===== config.mk =====
export PLATFORM = sky130hd
export DESIGN_NAME = dcache_ram_be
export DESIGN_NICKNAME = d
export VERILOG_FILES = /design/src/rtl/dcache2_pkg.sv /design/src/rtl/dcache_ram_lane.sv /design/src/rtl/dcache_ram_be.sv
export SDC_FILE = /design/constraint.sdc
export NUM_CORES = 1
export LEC_CHECK = 0
export CAP_MARGIN = 10
export CORE_AREA = 4 4 310 312
export DETAILED_ROUTE_END_ITERATION = 10
export DIE_AREA = 0 0 314 316
export DONT_BUFFER_PORTS = 1
export GPL_TIMING_DRIVEN = 1
export PLACE_DENSITY = 0.57
export SETUP_SLACK_MARGIN = 0.4
export SLEW_MARGIN = 15
export SYNTH_ARGS = -nofsm -noshare
export SYNTH_HDL_FRONTEND = slang
export SYNTH_SLANG_ARGS = --single-unit
export TNS_END_PERCENT = 30

===== constraint.sdc =====
create_clock -name clk -period 3 [get_ports clk]
set_clock_uncertainty 0.15 [all_clocks]
set_input_delay 0.3 -clock clk [delete_from_list [all_inputs] [get_ports clk]]
set_output_delay 0.3 -clock clk [all_outputs]
set_load 0.02 [all_outputs]

===== src/rtl/dcache2_pkg.sv =====
// Shared constants for the dcache2 RAM arrays: byte width and the
// power-up sweep FSM state encoding.
package dcache2_pkg;

  localparam int BYTE_W = 8;

  typedef enum logic [1:0] {
    ST_CLEAR      = 2'd0,
    ST_READY_WAIT = 2'd1,
    ST_READY      = 2'd2
  } ram_state_e;

endpackage


===== src/rtl/dcache_ram_lane.sv =====
// One byte lane of the dcache2 RAM: one write port, one registered read port
// with write-first forwarding on a same-address collision.
module dcache_ram_lane
  import dcache2_pkg::*;
#(
  parameter int ADDRBITS = 5
) (
  input  logic                clk,
  input  logic                reset_n,
  input  logic                we,
  input  logic [ADDRBITS-1:0] waddr,
  input  logic [BYTE_W-1:0]   wdata,
  input  logic                re,
  input  logic [ADDRBITS-1:0] raddr,
  output logic [BYTE_W-1:0]   rdata
);

  localparam int DEPTH = 2**ADDRBITS;

  // Array has no reset; the top's sweep is what defines its contents.
  logic [BYTE_W-1:0] mem [DEPTH];

  always_ff @(posedge clk) begin
    if (we) mem[waddr] <= wdata;
  end

  always_ff @(posedge clk or negedge reset_n) begin
    if (!reset_n)
      rdata <= '0;
    else if (re)
      rdata <= (we && (waddr == raddr)) ? wdata : mem[raddr];
  end

endmodule


===== src/rtl/dcache_ram_be.sv =====
// dcache2 data/tag RAM: byte-enabled write port, registered read port,
// zero-sweep of all entries after reset before traffic is accepted.
module dcache_ram_be
  import dcache2_pkg::*;
#(
  parameter int DATABITS       = 32,
  parameter int ADDRBITS       = 5,
  parameter int MEMSIZE        = 2**ADDRBITS,
  parameter int LANES          = DATABITS/BYTE_W,
  parameter int CLEAR_ON_RESET = 1
) (
  input  logic                clk,
  input  logic                reset_n,
  input  logic                rd_en,
  input  logic [ADDRBITS-1:0] rd_addr,
  output logic [DATABITS-1:0] rd_data,
  output logic                rd_valid,
  input  logic                wr_en,
  input  logic [ADDRBITS-1:0] wr_addr,
  input  logic [DATABITS-1:0] wr_data,
  input  logic [LANES-1:0]    wr_be,
  output logic                ready
);

  localparam ram_state_e RESET_ST = (CLEAR_ON_RESET != 0) ? ST_CLEAR : ST_READY_WAIT;
  localparam logic [ADDRBITS-1:0] LAST = ADDRBITS'(MEMSIZE-1);

  ram_state_e          state_q, state_d;
  logic [ADDRBITS-1:0] cnt_q, cnt_d;
  logic                clearing;

  always_ff @(posedge clk or negedge reset_n) begin
    if (!reset_n) begin
      state_q <= RESET_ST;
      cnt_q   <= '0;
    end else begin
      state_q <= state_d;
      cnt_q   <= cnt_d;
    end
  end

  always_comb begin
    state_d = state_q;
    cnt_d   = cnt_q;
    unique case (state_q)
      ST_CLEAR: begin
        cnt_d = cnt_q + ADDRBITS'(1);
        if (cnt_q == LAST) begin
          state_d = ST_READY;
          cnt_d   = '0;
        end
      end
      ST_READY_WAIT: state_d = ST_READY;
      ST_READY:      state_d = ST_READY;
      default:       state_d = RESET_ST;
    endcase
  end

  assign clearing = (state_q == ST_CLEAR);
  assign ready    = (state_q == ST_READY);

  // Write port mux: the sweep owns it (zero, all lanes) until ready;
  // user writes arriving before then are simply dropped.
  logic [LANES-1:0]             lane_we;
  logic [ADDRBITS-1:0]          lane_waddr;
  logic [LANES-1:0][BYTE_W-1:0] lane_wdata;
  logic [LANES-1:0][BYTE_W-1:0] lane_rdata;
  logic                         lane_re;

  assign lane_we    = clearing ? {LANES{1'b1}} : ({LANES{ready & wr_en}} & wr_be);
  assign lane_waddr = clearing ? cnt_q : wr_addr;
  assign lane_wdata = clearing ? '0 : wr_data;
  assign lane_re    = ready & rd_en;

  for (genvar i = 0; i < LANES; i++) begin : g_lane
    dcache_ram_lane #(
      .ADDRBITS(ADDRBITS)
    ) u_lane (
      .clk    (clk),
      .reset_n(reset_n),
      .we     (lane_we[i]),
      .waddr  (lane_waddr),
      .wdata  (lane_wdata[i]),
      .re     (lane_re),
      .raddr  (rd_addr),
      .rdata  (lane_rdata[i])
    );
  end

  assign rd_data = lane_rdata;

  always_ff @(posedge clk or negedge reset_n) begin
    if (!reset_n) rd_valid <= 1'b0;
    else          rd_valid <= lane_re;
  end

endmodule


==> run metrics <==
Max FO, Critical Path 29; total leakage power between 15 and 20 nW; DPL Wire Length slightly above 70000 um; Setup TNS Final 0 ns; Most Frequent Cell on Critical Path buf_4; Syn Inst Count roughly 2200; Crit path largest cell delay ~0.76 ns; Overflow after GRT 0; drt initial violations 2577; RSZ-0062 raised after global routing yes; WL per Instance between 30 and 40 um; post-synth top area cell edfxtp_1; sequential cell area fraction in the yosys report roughly three quarters; initial antenna violation count 3; Port-buffer cells 0; syn nets ~2300; top-count cell post-synth edfxtp_1; Startpoint Class flop; WP data required about 3.1 ns; GRT Overall Usage approximately 23%; synthesized cell area around 0.042 mm2; Worst-Skew Late Latency roughly 0.7 ns; Synth Warn # 0; crit path kind reg -> reg; Final Hold Vio Count 0; Hold Path Class in -> reg; vias in the first global route 22627; Num CTS Buffers between 100 and 150; Post-Layout Cell Count about 3700; commonest cells in the netlist edfxtp_1, mux4_2, mux2i_1; Post-Syn Area per Cell roughly 19 um2; post-synth top area share between 70% and 80%; H-tree depth 3; core area roughly 0.093 mm2; CTS tree done; Max Fclk approximately 380 MHz; slew margin rel. a little under a third; power per cell area between 600 and 700 mW/mm2; die area 0.0992 mm2; DR vias approximately 22000; Die X about 310 um; via/cell ratio approximately 6; worst path arrival time approximately 2.7 ns; DR DRC count 0; worst setup margin ~0.4 ns; Seq cells post-synth 1063; Crit-path slowest cell nor3_2; first drt pass iteration count 5; fin nets 2439; clk root buf clkbuf_16; first-pass GRT wire length approximately 160000 um; crit path time final ~2.6 ns; status finished, final reports clean; Initial Util between 40 and 50%; fin. max-slew vios 0; Peak VDD IR roughly 470 uV; die height around 320 um; placed instance count roughly 3500; pin count of the biggest net entering global routing 190; WP buf/inv 3; top cells by area, synth edfxtp_1, mux4_2, mux2i_1; RD Place Congestion between 0.8 and 0.9; DRT Wirelength between 100000 and 150000 um; final critical-path share of the clock period between 80% and 90%; family with the most delay on the worst path simple AND/OR/NAND/NOR gates; Boundary Pins 84; Clock Path Buffers 3; num rows ~110; cell breakdown of the critical path buf_4 -> buf_12 -> a21oi_4 -> buf_4 -> nor3_2; Setup WS pre-CTS 0.0230 ns; Yosys cell types 45; most used flip-flop cell after synthesis edfxtp_1; CP endpoint kind flop; Final setup viols 0; Post-synth ARST share 3.67%; worst-margin pin slew about 1.0 ns; number of synthesized flops with an enable pin 1024; Sink Count around 1100; layout cells sized above 1 25.2%; clk slew on worst S/H paths approximately 0.06 ns; max-capacitance violation count 0; Syn-to-layout area delta 16.5%; post-route antenna net violation count 0
## state kept, by name, indices dropped and copies added, names as in the netlist
signal               cells
g_lane.u_lane.mem     1024
g_lane.u_lane.rdata     32
cnt_q                    5
rd_valid                 1
state_q                  1
## cell families (layout without fill, tap and decap cells)
| family | after synthesis | in the layout | share of synthesized area (%) |
|---|---|---|---|
| flip-flops | 1063 | 1063 | 75.8 |
| AND/OR/NAND/NOR | 401 | 401 | 4.76 |
| multiplexers | 347 | 347 | 13.7 |
| AO/OA/AOI/OAI | 243 | 243 | 3.94 |
| buffers and inverters | 148 | 416 | 1.61 |
| XOR/XNOR | 5 | 5 | 0.123 |
| adder cells (fa/ha/maj) | 2 | 2 | 0.0598 |
| other | 0 | 4 | 0 |
## worst register-to-register path, cell delays in order, from the launching register on
cell,delay [ns]
dfrtp_2,0.54
buf_4,0.18
buf_12,0.21
a21oi_4,0.10
buf_4,0.27
nor3_2,0.77
## stage by stage
| stage | hold WS (ns) | area, um2 | utilization [%] | total power [mW] |
|---|---|---|---|---|
| 2_1_floorplan | -0.146 | 41800 | - | 17.7 |
| 3_3_place_gp | -0.143 | 44300 | 47.6 | 18.2 |
| 3_5_place_dp | -0.144 | 44400 | 47.7 | 18.3 |
| 4_1_cts | 0.00303 | 48400 | 52.0 | 31.5 |
| 5_1_grt | 0.0278 | 48700 | 52.4 | 32.3 |
| 6_report | 0.0536 | 48700 | 52.4 | 31.3 |
## where the power goes
part,switching [mW],internal [mW],total [mW],leakage [nW]
combinational,0.972,0.595,1.57,4.34
sequential,0.143,16.3,16.5,9.70
clock,5.64,7.62,13.3,1.71
## layout make-up
cell class	count	area, um2
Sequential cell	1063	31700
Fill cell	7447	44300
Clock inverter	68	662
Clock buffer	132	2810
Timing Repair Buffer	209	1930
Tap cell	1254	1570
Antenna cell	4	10.0
Multi-Input combinational cell	998	9990
Inverter	7	26.3
## cell usage in the layout (no fill, tap or decap), drive strengths merged, types with 24 or more instances in the layout
master,n
a22oi,127
and2,35
buf,171
clkbuf,132
clkinv,49
dfrtp,39
dlygate4sd3,38
edfxtp,1024
mux2i,162
mux4,178
nand2,78
nand3,36
nand4,24
nor2,48
nor3,157
o21ai,67
## layer usage
metal / wire, um / share of wire, % / global-route usage, %
met2: 51700 / 46 / 34.8
met5: 0 / 0 / 0
met1: 48800 / 43 / 33.9
met3: 9540 / 8.5 / 5.16
met4: 2550 / 2.3 / 5.41
## final timing paths
path / startpoint / endpoint / slack (ns) / cells past startpoint
max: state_q[1] / g_lane[3].u_lane.mem[0][2] / 0.40 / 5
min: wr_data[16] / g_lane[2].u_lane.mem[19][0] / 0.05 / 2
max reg2reg: state_q[1] / g_lane[3].u_lane.mem[0][2] / 0.40 / 5
min reg2reg: g_lane[0].u_lane.rdata[0] / g_lane[0].u_lane.rdata[0] / 0.48 / 2
max in group asynchronous: reset_n / state_q[1] / 1.79 / 4
min in group asynchronous: reset_n / g_lane[1].u_lane.rdata[3] / 0.51 / 3
## timing repair
action	in CTS	in global routing
hold buffers	40	0
hold endpoints to repair	88	0
pin swaps	1	0
endpoints found under the setup margin	520	414
gates resized for setup	23	21
buffers inserted	1	4
Note: power is estimated with default switching activity, not from simulation.
